--- src/rtl/seq_math_unit.sv ---
// Iterative run-time math unit: floor/ceil division, ceiled log2 and index width.
// One shared shift/subtract datapath, one operation in flight, valid/ready on both sides.
module seq_math_unit #(
  parameter int Width    = 32,
  parameter int TagWidth = 4
) (
  input  logic                clk_i,
  input  logic                rst_ni,
  input  logic                in_valid_i,
  output logic                in_ready_o,
  input  logic [1:0]          op_i,
  input  logic [Width-1:0]    a_i,
  input  logic [Width-1:0]    b_i,
  input  logic [TagWidth-1:0] tag_i,
  output logic                out_valid_o,
  input  logic                out_ready_i,
  output logic [Width-1:0]    result_o,
  output logic [Width-1:0]    rem_o,
  output logic                div_zero_o,
  output logic [TagWidth-1:0] tag_o,
  output logic                busy_o,
  output logic [1:0]          dbg_state_o
);

  localparam int CntW = $clog2(Width + 1);

  localparam logic [1:0] OpFloorDiv = 2'd0;
  localparam logic [1:0] OpCeilDiv  = 2'd1;
  localparam logic [1:0] OpIdxWidth = 2'd3;

  typedef enum logic [1:0] {
    IDLE = 2'd0,
    DIV  = 2'd1,
    LOG  = 2'd2,
    DONE = 2'd3
  } state_e;

  state_e              state_q, state_d;
  logic [1:0]          op_q, op_d;
  logic [Width-1:0]    work_q, work_d;   // dividend->quotient shifter, or log operand n
  logic [Width-1:0]    dvsr_q, dvsr_d;
  logic [Width-1:0]    prem_q, prem_d;   // partial remainder, always < divisor
  logic [CntW-1:0]     cnt_q, cnt_d;
  logic [TagWidth-1:0] tag_q, tag_d;
  logic [Width-1:0]    res_q, res_d;
  logic [Width-1:0]    rem_q, rem_d;
  logic                dz_q, dz_d;

  logic                accept;
  logic [Width:0]      trial;
  logic [Width:0]      diff;
  logic [Width:0]      prem_next;
  logic                ge;
  logic [Width-1:0]    quot_next;
  logic                last_iter;
  logic [Width-1:0]    cnt_ext;

  // Handshake: a transfer happens on a rising edge where valid and ready are both
  // high; valid never depends on ready, and a raised out_valid_o holds until taken.
  assign in_ready_o  = (state_q == IDLE) & rst_ni;
  assign accept      = in_valid_i & in_ready_o;
  assign out_valid_o = (state_q == DONE);
  assign busy_o      = (state_q != IDLE);
  assign dbg_state_o = state_q;
  assign result_o    = res_q;
  assign rem_o       = rem_q;
  assign div_zero_o  = dz_q;
  assign tag_o       = tag_q;

  // One restoring step: the trial value carries an extra bit so the shift cannot overflow.
  always_comb begin
    trial     = {prem_q, work_q[Width-1]};
    ge        = (trial >= {1'b0, dvsr_q});
    diff      = trial - {1'b0, dvsr_q};
    prem_next = ge ? diff : trial;
    quot_next = {work_q[Width-2:0], ge};
    last_iter = (cnt_q == CntW'(Width - 1));
    cnt_ext   = Width'(cnt_q);
  end

  always_comb begin
    state_d = state_q;
    op_d    = op_q;
    work_d  = work_q;
    dvsr_d  = dvsr_q;
    prem_d  = prem_q;
    cnt_d   = cnt_q;
    tag_d   = tag_q;
    res_d   = res_q;
    rem_d   = rem_q;
    dz_d    = dz_q;

    unique case (state_q)
      IDLE: begin
        if (accept) begin
          op_d   = op_i;
          tag_d  = tag_i;
          cnt_d  = '0;
          prem_d = '0;
          if (op_i == OpFloorDiv || op_i == OpCeilDiv) begin
            if (b_i == '0) begin
              res_d   = '1;
              rem_d   = a_i;
              dz_d    = 1'b1;
              state_d = DONE;
            end else begin
              work_d  = a_i;
              dvsr_d  = b_i;
              state_d = DIV;
            end
          end else begin
            work_d  = (a_i == '0) ? '0 : a_i - {{(Width-1){1'b0}}, 1'b1};
            state_d = LOG;
          end
        end
      end

      DIV: begin
        work_d = quot_next;
        prem_d = prem_next[Width-1:0];
        cnt_d  = cnt_q + 1'b1;
        if (last_iter) begin
          // Ceil rounding cannot wrap: a nonzero remainder implies divisor >= 2.
          res_d   = (op_q == OpCeilDiv && prem_next != '0)
                    ? quot_next + {{(Width-1){1'b0}}, 1'b1} : quot_next;
          rem_d   = prem_next[Width-1:0];
          dz_d    = 1'b0;
          state_d = DONE;
        end
      end

      LOG: begin
        if (work_q == '0) begin
          res_d   = (op_q == OpIdxWidth && cnt_q == '0)
                    ? {{(Width-1){1'b0}}, 1'b1} : cnt_ext;
          rem_d   = '0;
          dz_d    = 1'b0;
          state_d = DONE;
        end else begin
          work_d = work_q >> 1;
          cnt_d  = cnt_q + 1'b1;
        end
      end

      DONE: begin
        if (out_ready_i) state_d = IDLE;
      end

      default: state_d = IDLE;
    endcase
  end

  always_ff @(posedge clk_i) begin
    if (!rst_ni) begin
      state_q <= IDLE;
      op_q    <= '0;
      work_q  <= '0;
      dvsr_q  <= '0;
      prem_q  <= '0;
      cnt_q   <= '0;
      tag_q   <= '0;
      res_q   <= '0;
      rem_q   <= '0;
      dz_q    <= 1'b0;
    end else begin
      state_q <= state_d;
      op_q    <= op_d;
      work_q  <= work_d;
      dvsr_q  <= dvsr_d;
      prem_q  <= prem_d;
      cnt_q   <= cnt_d;
      tag_q   <= tag_d;
      res_q   <= res_d;
      rem_q   <= rem_d;
      dz_q    <= dz_d;
    end
  end

endmodule

--- config.mk ---
export PLATFORM = sky130hd
export DESIGN_NAME = seq_math_unit
export DESIGN_NICKNAME = d
export VERILOG_FILES = /design/src/rtl/seq_math_unit.sv
export SDC_FILE = /design/constraint.sdc
export NUM_CORES = 1
export LEC_CHECK = 0
export ABC_AREA = 1
export BUFFER_PORTS_ARGS = -buffer_cell sky130_fd_sc_hd__buf_2
export CAP_MARGIN = 10
export CORE_ASPECT_RATIO = 0.9
export CORE_MARGIN = 10
export CORE_UTILIZATION = 55
export CTS_CLUSTER_DIAMETER = 40
export CTS_CLUSTER_SIZE = 10
export DETAILED_ROUTE_END_ITERATION = 8
export PLACE_DENSITY = 0.76
export SLEW_MARGIN = 30
export SYNTH_ARGS = -nofsm -noshare
export SYNTH_HDL_FRONTEND = slang
export SYNTH_SLANG_ARGS = --single-unit
--- constraint.sdc ---
create_clock -name clk_i -period 8.2 [get_ports clk_i]
set_input_delay 0.41 -clock clk_i [delete_from_list [all_inputs] [get_ports clk_i]]
set_output_delay 0.41 -clock clk_i [all_outputs]
set_load 0.005 [all_outputs]
Word-level counts from Yosys, hierarchy flattened
Index checks and enable logic that the tools add are counted.

storage, ports and cells
  register bits = 175
  input port bits = 74
  output and inout port bits = 74
  logic and storage cells = 92

cells by class
  add/subtract/negate cells = 4
  order comparisons = 1
  eq/ne operators = 15
  muxes and demuxes = 39
  bitwise logic cells = 3
  reductions and logical operators = 20

operators by type and width
  cell                                                 number
  2-to-1 mux 32 bit                                    17
  one-hot mux 32 bit (3 select lines)                  3
  zero test 32 bit                                     3
  one-hot mux 32 bit (2 select lines)                  1
  >= comparator 33 x 32 -> 1 bit                       1
  2-to-1 mux 33 bit                                    1
  nonzero test 33 bit                                  1
  subtractor 33 x 32 -> 33 bit                         1
  adder 32 x 1 -> 32 bit (second input constant)       1
  subtractor 32 x 1 -> 32 bit (second input constant)  1
  2-to-1 mux 6 bit                                     3
  one-hot mux 6 bit (3 select lines)                   1
  2-to-1 mux 2 bit                                     6
  AND reduction 4 bit                                  3
  != test 2 bit (second input constant)                4
  one-hot mux 2 bit (4 select lines)                   1
  adder 6 x 1 -> 6 bit (second input constant)         1
  == test 2 x 1 -> 1 bit (second input constant)       3
  == test 2 bit (second input constant)                3
  == test 6 x 5 -> 1 bit (second input constant)       1
  zero test 6 bit                                      1
  != test 2 x 1 -> 1 bit (second input constant)       3
  AND reduction 6 bit                                  1
  2-to-1 mux 1 bit                                     5
  other kinds (11)                                     16

Logic depth before layout (Yosys ltp)
  word-level depth = 7
  mapped depth = 31
  mapped depth without buffers = 30

Worst setup path before layout
Ideal clock, no wire load.

  path kind = reg2reg
  start = reg dvsr_q[3]
  end = reg res_q[30] (netlist: result_o[30])
  library setup time = 0.117 ns
  data arrival time = 3.164 ns
  required time = 8.083 ns
  setup slack = 4.919 ns
  cell stages (with the launch flop) = 30
  buffers on the path = 1
  period minus slack after synthesis = 3.281 ns
  path through = dfxtp_1 -> inv_1 -> ha_1 -> nand2_1 -> nor2_1 -> nand3_1 -> nand3b_1 -> nand2_1 -> nand2_2 -> nand2_4 -> nand2_4 -> buf_6 -> ha_1 -> nand2_1 -> nor2_1 -> nand3_1 -> nor2_1 -> inv_1 -> nor2_1 -> nand2_1 -> nor2_1 -> nand2_1 -> inv_1 -> nand2_1 -> inv_1 -> nand3_2 -> nand3_1 -> nand2_1 -> nor2_1 -> nor2_1

between the ends
  word-level cells in the longest chain between the ends = 7
  elaborated cells between the ends (all ways) = 9
  those cells by class = add/sub (2); order compare (1); mux (4); reduce/logical (2)

RTL lines
  what                                                                                    RTL line  RTL
  from (decl)                                                                             41        logic [Width-1:0] dvsr_q, dvsr_d;
  from (signal assigned)                                                                  169       dvsr_q <= dvsr_d;
  parallel branches: the longest is 4 deep, another holds >= comparator 33 x 32 -> 1 bit  --
  2-to-1 mux 32 bit (*)                                                                   125       ? quot_next + {{(Width-1){1'b0}}, 1'b1} : quot_next;
  2-to-1 mux 32 bit (*)                                                                   122       if (last_iter) begin
  one-hot mux 32 bit (3 select lines) (*)                                                 93        unique case (state_q)
  to (signal assigned)                                                                    173       res_q <= res_d;
  to (decl)                                                                               45        logic [Width-1:0] res_q, res_d;

Mark *: on every way between the ends. The select of a mux whose other input is x is not followed.
A chain may end at the register's enable or synchronous reset.

Worst setup path in the final report
  start = reg dvsr_q[2]
  end = reg res_q[28] (netlist: result_o[28])

Same word-level chain as after synthesis.

==> qor.txt <==
Status: finished clean
CTS resizes: 0
Drt total wl: 45500 um
Register area share after synthesis: 0.277
Crit path top cell by count: nand2_1
Inst Count DP: 2476
Most frequent cells in the layout: nand2_1 (531), inv_1 (290), nor2_1 (244)
Via count: 14500
Post-synth cell types: 51
Worst slew margin: 0.370
Post-DP HPWL: 34200 um
Min cycle time layout: 4520 ps
Clock Latency Late Sink: 450 ps
Slowest stage delay, CP: 480 ps
H-tree depth: 4
Synth warn: 0
GPL Wtd Cong: 0.990
Main area contributors after synthesis: dfxtp_1 (28%), nand2_1 (16%), inv_1 (8.7%)
Fin util: 0.622
CTS Buf Count: 17
Largest area contributor in the netlist: dfxtp_1
CTS Hold Buffers Added: 0
Final setup vio count: 0
Syn Area/Cell: 5.97 um2
Layout Nets: 2313
Crit start category: flip-flop
Final instance area: 0.0140 mm2
Antenna diode count: 0
WHS: 156 ps
Max Root-Sink Buffers: 2
DIE AREA: 0.0294 mm2
Worst Path Required: 8550 ps
Critical Path End Type: flip-flop
Clock sink count: 175
Final ANT Viol Nets: 0
Tightest Pin Transition: 946 ps
Grt ovf: 0
R2R cell count: 26
Synth Net Count: 2230
Initial DRC Count: 1840
Die W: 180 um
Max Cap Viol: 0
Final Hold Fails: 0
Clk root buf: clkbuf_16
Die height: 164 um
DRC Markers: 0
Synthesized flop and latch total: 175
Pre-CTS setup slack: 3880 ps
Worst hold path type: in2reg
Period Utilization, post-route: 0.551
Hold Crit Depth: 3
CP max stage cell: nand2_4
R2r setup slk: 3680 ps
Vias per cell: 5.79
PortBufs: 147
Setup Skew: 17.7 ps
CORE AREA: 0.0226 mm2
CTS tree: done
FILL cells: 2277
Most common cell after layout, fill and taps aside: nand2_1
Top cell type's share of synthesized area: 0.277
Largest net degree at the start of global routing: 77
Post-synthesis cell area: 0.0126 mm2
Ports: 148
Post-layout worst setup margin: 3680 ps
Unrepaired setup endpoints after global routing: false
Lkg Pwr: 6.52 nW
Post-CTS Setup Inserts: 0
Row cnt: 52
Initial antenna violation count: 0
F_max: 0.221 GHz
Max VDD drop: 230 uV
PwrDens: 356 mW/mm2
Clk pin slew, worst setup/hold paths: 80 ps
Starting Density: 0.559
Pre-Repair DR Iteration Count: 6
Tot GR Track Use: 0.300
Area growth syn-to-layout: 11.1%
Final max-slew violation count: 0
Vias in the first global route: 13200
Crit Path Max Fanout: 50
Sum Neg Setup Slack: 0 ps
Post-route insts no fill: 2508
Wire per inst: 18.1 um
Data arrival time at the worst-slack endpoint: 4870 ps
Placed cell areas: 0.0134 mm2
Design Power: 5.00 mW
Share of cells above drive strength 1: 0.109
Mapped Cells: 2115
First-pass GRT wire length: 72200 um
CP Class: reg2reg
==> power by group <==
part,switching (mW),internal (mW)
Clock,0.430,0.410
Combinational,2.06,0.827
Sequential,0.201,1.07
Total,2.69,2.31
==> cell usage after synthesis, drive strengths merged <==
| master | n |
|---|---|
| a211oi | 12 |
| a21oi | 213 |
| a221oi | 18 |
| a22oi | 1 |
| a31o | 2 |
| a31oi | 2 |
| and2 | 1 |
| and3 | 1 |
| buf | 22 |
| clkbuf | 72 |
| clkinv | 4 |
| dfxtp | 175 |
| fa | 1 |
| ha | 40 |
| inv | 295 |
| nand2 | 539 |
| nand3 | 145 |
| nand3b | 6 |
| nand4 | 32 |
| nor2 | 254 |
| nor3 | 36 |
| nor3b | 1 |
| nor4 | 25 |
| o211a | 1 |
| o21a | 1 |
| o21ai | 152 |
| o21bai | 15 |
| o221ai | 1 |
| o22ai | 9 |
| o31a | 1 |
| or2 | 9 |
| xnor2 | 7 |
| xor2 | 22 |
==> final timing paths <==
check,from,to
max,dvsr_q[2],result_o[28]
min,tag_i[3],tag_o[3]
max reg2reg,dvsr_q[2],result_o[28]
min reg2reg,dvsr_q[24],dvsr_q[24]
==> metal layers <==
metal | global-route usage | wire, um
met1 | 0.448 | 21300
met2 | 0.424 | 18000
met3 | 0.0733 | 5490
met4 | 0.0642 | 695
met5 | 0 | 0
==> registers in the layout, indices dropped and copies added (netlist names) <==
signal / flops
tag_o: 4
result_o: 32
cnt_q: 6
prem_q: 32
dbg_state_o: 2
rem_o: 32
div_zero_o: 1
dvsr_q: 32
op_q: 2
work_q: 32
==> logic make-up after synthesis <==
family / after synthesis / synth area share
flops: 175 / 0.277
xor+xnor: 29 / 0.0201
compound gates: 428 / 0.184
buf+inv: 393 / 0.122
fa+ha+maj: 41 / 0.0412
simple gates: 1049 / 0.356
==> area by class of cell <==
type                            count  area (um2)  area share
Sequential cell                   175        3500       0.250
Multi-Input combinational cell   1547        7620       0.543
Timing Repair Buffer              158         818      0.0583
Inverter                          299        1130      0.0802
Clock buffer                       17         425      0.0303
Tap cell                          297         372      0.0265
Clock inverter                     15         170      0.0121
==> worst max-delay path: cells and delay by family (launching register included) <==
| kind | cells | cell delay, ps |
|---|---|---|
| buffers and inverters | 3 | 210 |
| DFF | 1 | 320 |
| and+or+nand+nor | 21 | 3200 |
| adders and majority gates | 2 | 680 |
Note: power is estimated with default switching activity, not from simulation.
